`config.mk`:
```
export PLATFORM = sky130hd
export DESIGN_NAME = alu16
export DESIGN_NICKNAME = d
export VERILOG_FILES = /design/src/rtl/alu16.sv
export SDC_FILE = /design/constraint.sdc
export NUM_CORES = 1
export LEC_CHECK = 0
export ABC_CLOCK_PERIOD_IN_PS = 3150
export CAP_MARGIN = 40
export CORE_MARGIN = 1.5
export CORE_UTILIZATION = 50
export DETAILED_ROUTE_END_ITERATION = 8
export DONT_BUFFER_PORTS = 1
export GPL_TIMING_DRIVEN = 0
export PLACE_DENSITY = 0.74
export SLEW_MARGIN = 10
export SYNTH_ARGS = -nofsm -noshare
export SYNTH_HDL_FRONTEND = slang
export SYNTH_SLANG_ARGS = --single-unit
```
`constraint.sdc`:
```
create_clock -name clk -period 3.15 [get_ports clk]
set_input_delay 0.4725 -clock clk [delete_from_list [all_inputs] [get_ports clk]]
set_output_delay 0.4725 -clock clk [all_outputs]
set_load 0.02 [all_outputs]
```
`src/rtl/alu16.sv`:
```
// alu16: registered 16-bit ADD/SUB/AND/OR unit with carry, zero and overflow flags
module alu16 #(
    parameter int WIDTH = 16
) (
    input  logic             clk,
    input  logic             rst_n,
    input  logic             in_valid,
    input  logic [1:0]       op,
    input  logic [WIDTH-1:0] a,
    input  logic [WIDTH-1:0] b,
    output logic [WIDTH-1:0] o,
    output logic             c_out,
    output logic             zero,
    output logic             ovf,
    output logic             out_valid
);
    logic [WIDTH-1:0] b_x;
    logic [WIDTH-1:0] res;
    logic [WIDTH:0]   sum;
    logic             cy;
    logic             v;
    always_comb begin
        b_x = op[0] ? ~b : b;
        sum = {1'b0, a} + {1'b0, b_x} + {{WIDTH{1'b0}}, op[0]};
        res = op[1] ? (op[0] ? (a | b) : (a & b)) : sum[WIDTH-1:0];
        cy  = !op[1] && sum[WIDTH];
        v   = !op[1] && (a[WIDTH-1] == b_x[WIDTH-1]) && (res[WIDTH-1] != a[WIDTH-1]);
    end
    always_ff @(posedge clk) begin
        if (!rst_n) begin
            o         <= '0;
            c_out     <= 1'b0;
            zero      <= 1'b0;
            ovf       <= 1'b0;
            out_valid <= 1'b0;
        end else begin
            out_valid <= in_valid;
            if (in_valid) begin
                o     <= res;
                c_out <= cy;
                zero  <= (res == '0);
                ovf   <= v;
            end
        end
    end
endmodule

```
==> results of run 1 <==
==> per-stage QoR <==
| stage | std cells | utilization [%] |
|---|---|---|
| after floorplan | 262 | - |
| after global placement | 312 | 54.0 |
| after detailed placement | 312 | 54.0 |
| after CTS | 315 | 55.4 |
| after global routing | 315 | 55.6 |
| final | 315 | 55.6 |
==> state kept, by name, summed over array words and instances (netlist names) <==
register and flops:
out_valid 1, o 16, c_out 1, zero 1
ovf 1
==> final cells by class <==
class,instances,area (um2),share of cell area (%)
multi-input combinational,221,1610,72.5
sequential,20,400,18.0
tap,50,62.6,2.81
buffer,11,60.1,2.70
clock buffer,4,55.1,2.47
inverter,9,33.8,1.52
==> placed cells by master (no fill, tap or decap), types with 3 or more instances in the layout <==
master    count
nor2_1       26
xor2_1       20
a21oi_1      20
dfxtp_1      20
nand2_1      17
ha_1         17
o21ai_0      12
inv_1         9
maj3_1        9
a211oi_1      9
clkbuf_1      8
o211ai_1      6
nand3_1       6
mux2i_1       6
o21ai_1       5
a21o_1        4
xnor2_1       4
clkbuf_8      4
nor3_1        3
nand2b_1      3
and2_1        3
nand3b_1      3
nand4_1       3
==> kinds of logic after synthesis <==
logic type,share of synthesized area [%]
compound gates,30.2
simple gates,16.7
fa+ha+maj,15.4
xor+xnor,10.0
buf+inv,3.94
flops,19.1
mux,4.60
==> worst max-delay path, stage by stage <==
cell	delay [ns]
buf_2	0.24
buf_12	0.21
xor2_1	0.17
ha_1	0.32
a21oi_2	0.22
o211ai_1	0.16
and2_1	0.21
a311oi_1	0.51
nand2_1	0.10
nor4_1	0.20
nand4_1	0.16
o31ai_2	0.19
==> power by group <==
group	switching, mW	total (mW)	leakage, nW	internal (mW)
Sequential	0.0414	0.316	0.165	0.275
Clock	0.0795	0.191	0.0288	0.111
Combinational	0.233	0.406	0.687	0.173
==> repair_timing <==
action,CTS,global route
setup endpoints to repair,4,1
gates resized for setup,2,3
pin swaps,0,0
==> worst paths after layout <==
kind / from / endpoint
setup / recovery: op[0] / zero
hold / removal: rst_n / o[0]
setup reg to reg: o[2] / o[2]
hold reg to reg: o[14] / o[14]
==> routing by layer <==
layer  share of wire (%)  GRT usage (%)  vias up
met5                   0              0        -
met4                 1.3           6.12        0
met3                 4.9           1.33        6
met2                  47           35.9       50
met1                  46           27.5      875
li1                    -              -      975
==> results.yml, run 1 <==
floorplan:
  core_um2: 4000
  io_pins: 57
  num_rows: 23
  die_area_um2: 4590
  initial_core_util_pct: 52.4
  fp.dieW_um: 67.7
  die-height_um: 67.7
synth:
  synth_fp_nets: 317
  synth_ff_type: "dfxtp_1"
  synth_most_common_cell: "nor2_1"
  synth_cells: 262
  avgSynthCellArea_um2: 7.99
  synth_edf_count: 0
  async_flop_share_pct: 0
  yosys.area.top_type: "dfxtp_1"
  ys_seq_area_share_pct: 19.1
  synth_commonest_cells: "nor2_1, a21oi_1, dfxtp_1, xor2_1"
  ys_types: 55
  synth_area_um2: 2090
  synth_warnings: 0
  synth_seq_cells: 20
  synth_top_area_share_pct: 19.1
  synth.area.top_cells: "dfxtp_1, ha_1, xor2_1, a21oi_1, nor2_1"
place:
  postPlaceCellArea_um2: 2160
  io_buffers: 0
  gp_congestion: 0.944
  hpwl_um: 4100
  place_ws_ns: -0.546
power:
  p_leak_nw: 0.881
  peakVddDrop_v: 0.000125
  p_total_mw: 0.913
  power.density_nw_per_um2: 410
timing:
  fin_setup_tns_ns: 0
  slew_headroom_pct: 63.3
  clock_skew_ns: 0
  fmaxAchievable_mhz: 334
  finalHoldViolations: 0
  hold_slack_ns: 0.339
  worstMarginPinSlew_ns: 0.550
  setup_viol: 0
  rsz0062_at_grt: "false"
  fin_crit_sh_pct: 95.0
  final_max_slew_viol_count: 0
  min_period_ns: 2.99
  setup_ws_ns: 0.156
detailed_routing:
  drtIter0Drc: 100
  drc: 0
  drt-total-wl_um: 4870
  wl_per_cell_um: 15.5
  dr_total_vias: 1906
  antenna_left: 0
  firstDrtPassIters: 4
  via_per_inst: 6.05
worst_setup_path:
  crit_required_ns: 3.33
  criticalPathCategory: "input pin to flop"
  crit_path_max_fanout: 19
  cp-start-kind: "input pin"
  worstPathArrival_ns: 3.17
  reg2reg_depth: 3
  r2r_setup_slack_ns: 2.24
  crit_path_end_kind: "flop"
layout:
  drive_above_1_share_pct: 8.30
  nFillCells: 411
  final_nets: 321
  final_area_um2: 2220
  diodes: 0
  syn_to_final_growth_pct: 6.21
hold_path:
  whs_path_depth: 1
  hp-class: "input pin to flop"
global_routing:
  grt_pass1_wl_um: 7480
  first_global_vias: 1750
  track_usage_pct: 20.8
  grt_max_degree: 20
  antenna_found_initial: 0
  overflow: 0
clock_network:
  cts.htree.levels: 1
  path_clk_slew_ns: 0.07
  clk_latency_ns: 0.25
  cts_made_buffers: 3
  cts_root_buf: "clkbuf_8"
  holdBufCountCts: 0
  cts_tree: "yes"
  cts_setup_buffers: 0
  cts_sinks: 20
  clock_path_buffers: 2
run:
  drv_cap: 0
outcome:
  outcome: "complete, no violations"
Note: power is estimated with default switching activity, not from simulation.
==> inputs of run 2 (changes only) <==
--- a/config.mk
+++ b/config.mk
@@ -12,6 +12,7 @@
 export DETAILED_ROUTE_END_ITERATION = 8
 export DONT_BUFFER_PORTS = 1
 export GPL_TIMING_DRIVEN = 0
+export HOLD_SLACK_MARGIN = 0.12
 export PLACE_DENSITY = 0.74
 export SLEW_MARGIN = 10
 export SYNTH_ARGS = -nofsm -noshare
==> results of run 2 <==
The final DEF is identical to that of run 1; final timing and power are the same.
==> inputs of run 3 (changes only) <==
--- a/config.mk
+++ b/config.mk
@@ -8,12 +8,12 @@
 export ABC_CLOCK_PERIOD_IN_PS = 3150
 export CAP_MARGIN = 40
 export CORE_MARGIN = 1.5
-export CORE_UTILIZATION = 50
+export CORE_UTILIZATION = 58
 export DETAILED_ROUTE_END_ITERATION = 8
 export DONT_BUFFER_PORTS = 1
 export GPL_TIMING_DRIVEN = 0
 export HOLD_SLACK_MARGIN = 0.12
-export PLACE_DENSITY = 0.74
+export PLACE_DENSITY = 0.82
 export SLEW_MARGIN = 10
 export SYNTH_ARGS = -nofsm -noshare
 export SYNTH_HDL_FRONTEND = slang
==> results.yml, run 3 (synthesis results as in run 1) <==
worst_setup_path:
  rr_startpoint: "o[5]"
  worstPathArrival_ns: 3.23
  reg2reg_depth: 3
  cp-start-kind: "input pin"
  crit_required_ns: 3.38
  criticalPathCategory: "input pin to flop"
  crit_path_end_kind: "flop"
  crit_end: "zero"
  reg2reg_to: "o[5]"
  r2r_setup_slack_ns: 2.20
  setup.worst_path.start: "op[0]"
  crit_path_max_fanout: 19
outcome:
  outcome: "complete, no violations"
timing:
  hold_slack_ns: 0.292
  setup_viol: 0
  min_period_ns: 3.00
  slew_headroom_pct: 62.8
  fmaxAchievable_mhz: 333
  final_max_slew_viol_count: 0
  rsz0062_at_grt: "false"
  clock_skew_ns: 0
  worstMarginPinSlew_ns: 0.558
  fin_crit_sh_pct: 95.2
  finalHoldViolations: 0
clock_network:
  cts_tree: "yes"
  holdBufCountCts: 0
  clk_latency_ns: 0.30
  cts_made_buffers: 3
  cts.htree.levels: 1
  path_clk_slew_ns: 0.10
  cts_sinks: 20
  clock_path_buffers: 2
  cts_root_buf: "clkbuf_4"
floorplan:
  die_area_um2: 3980
  io_pins: 57
  initial_core_util_pct: 61.8
  core_um2: 3390
  num_rows: 21
  fp.dieW_um: 63.1
  die-height_um: 63.1
layout:
  diodes: 0
  layout_common_cells: "nor2_1, a21oi_1, dfxtp_1, xor2_1"
  final_nets: 322
  largest_reg_flops: 16
  instances_no_fill: 312
  syn_to_final_growth_pct: 6.27
  drive_above_1_share_pct: 9.77
  regMostFlops: "o"
  layout_commonest_cell: "nor2_1"
detailed_routing:
  drt-total-wl_um: 4950
  firstDrtPassIters: 7
  drtIter0Drc: 101
  wl_per_cell_um: 15.9
  antenna_left: 0
  drc: 0
  dr_total_vias: 1961
  via_per_inst: 6.29
hold_path:
  hp-class: "input pin to flop"
run:
  drv_cap: 0
global_routing:
  track_usage_pct: 25.4
  grt_max_degree: 20
  antenna_found_initial: 0
  grt_pass1_wl_um: 8420
  first_global_vias: 1897
  overflow: 0
place:
  dp_cells: 308
  io_buffers: 0
  hpwl_um: 4040
  gp_congestion: 0.872
power:
  p_leak_nw: 0.880
  p_total_mw: 0.880
  power.density_nw_per_um2: 395
  peakVddDrop_v: 0.000177
run 3: area by class of cell:
type,count,area [um2]
Tap cell,46,57.6
Timing Repair Buffer,1,7.51
Inverter,9,33.8
Clock buffer,4,36.3
Buffer,11,62.6
Sequential cell,20,400
Multi-Input combinational cell,221,1630
Fill cell,298,1160
run 3: repair_timing:
item                                    4_1_cts  5_1_grt
resized for setup                             3        5
gates cloned                                  0        0
endpoints found under the hold margin         0        0
pin swaps                                     1        4
buffers inserted                              0        1
endpoints found under the setup margin        3        1
run 3: report_power, final:
part | leakage (nW) | total (mW) | internal (mW) | switching (mW)
clock network | 0.0210 | 0.146 | 0.0706 | 0.0752
registers | 0.165 | 0.317 | 0.275 | 0.0416
logic | 0.694 | 0.417 | 0.178 | 0.239
total | 0.880 | 0.880 | 0.524 | 0.356
run 3: critical path: stages:
cell      delay [ns]
clkbuf_4        0.19
buf_12          0.19
xor2_1          0.20
fa_2            0.42
a211oi_2        0.31
o211ai_2        0.14
a41oi_2         0.28
xnor2_1         0.17
a21oi_1         0.14
nor4_1          0.36
nand4_1         0.17
o31ai_2         0.18
run 3: worst min path at each step:
stage                from     to  slack (ns)  cells after the start
finish              rst_n   o[0]        0.29                      1
detailed placement  o[14]  o[14]        0.57                      2
CTS                 rst_n   o[0]        0.30                      1
floorplan             ovf    ovf        0.54                      2
global route        rst_n   o[0]        0.30                      1
global placement    o[14]  o[14]        0.56                      2
run 3: metrics by stage:
stage / setup TNS (ns) / cell area (um2) / setup slack [ns] / utilization [%]
final: 0 / 2230 / 0.151 / 65.7
after global routing: 0 / 2230 / 0.0160 / 65.7
after CTS: 0 / 2200 / 0.125 / 64.8
after detailed placement: -2.49 / 2160 / -0.613 / 63.6
after global placement: -1.81 / 2160 / -0.514 / 63.6
after floorplan: 0 / 2100 / 0.0267 / -
run 3: per-layer routing:
layer | track usage [%] | vias up | part of all wire [%]
met5 | 0 | - | 0
met4 | 6.11 | 0 | 1.4
met3 | 3.21 | 10 | 6.9
met2 | 44.9 | 72 | 47
met1 | 32.6 | 901 | 44
li1 | - | 978 | -
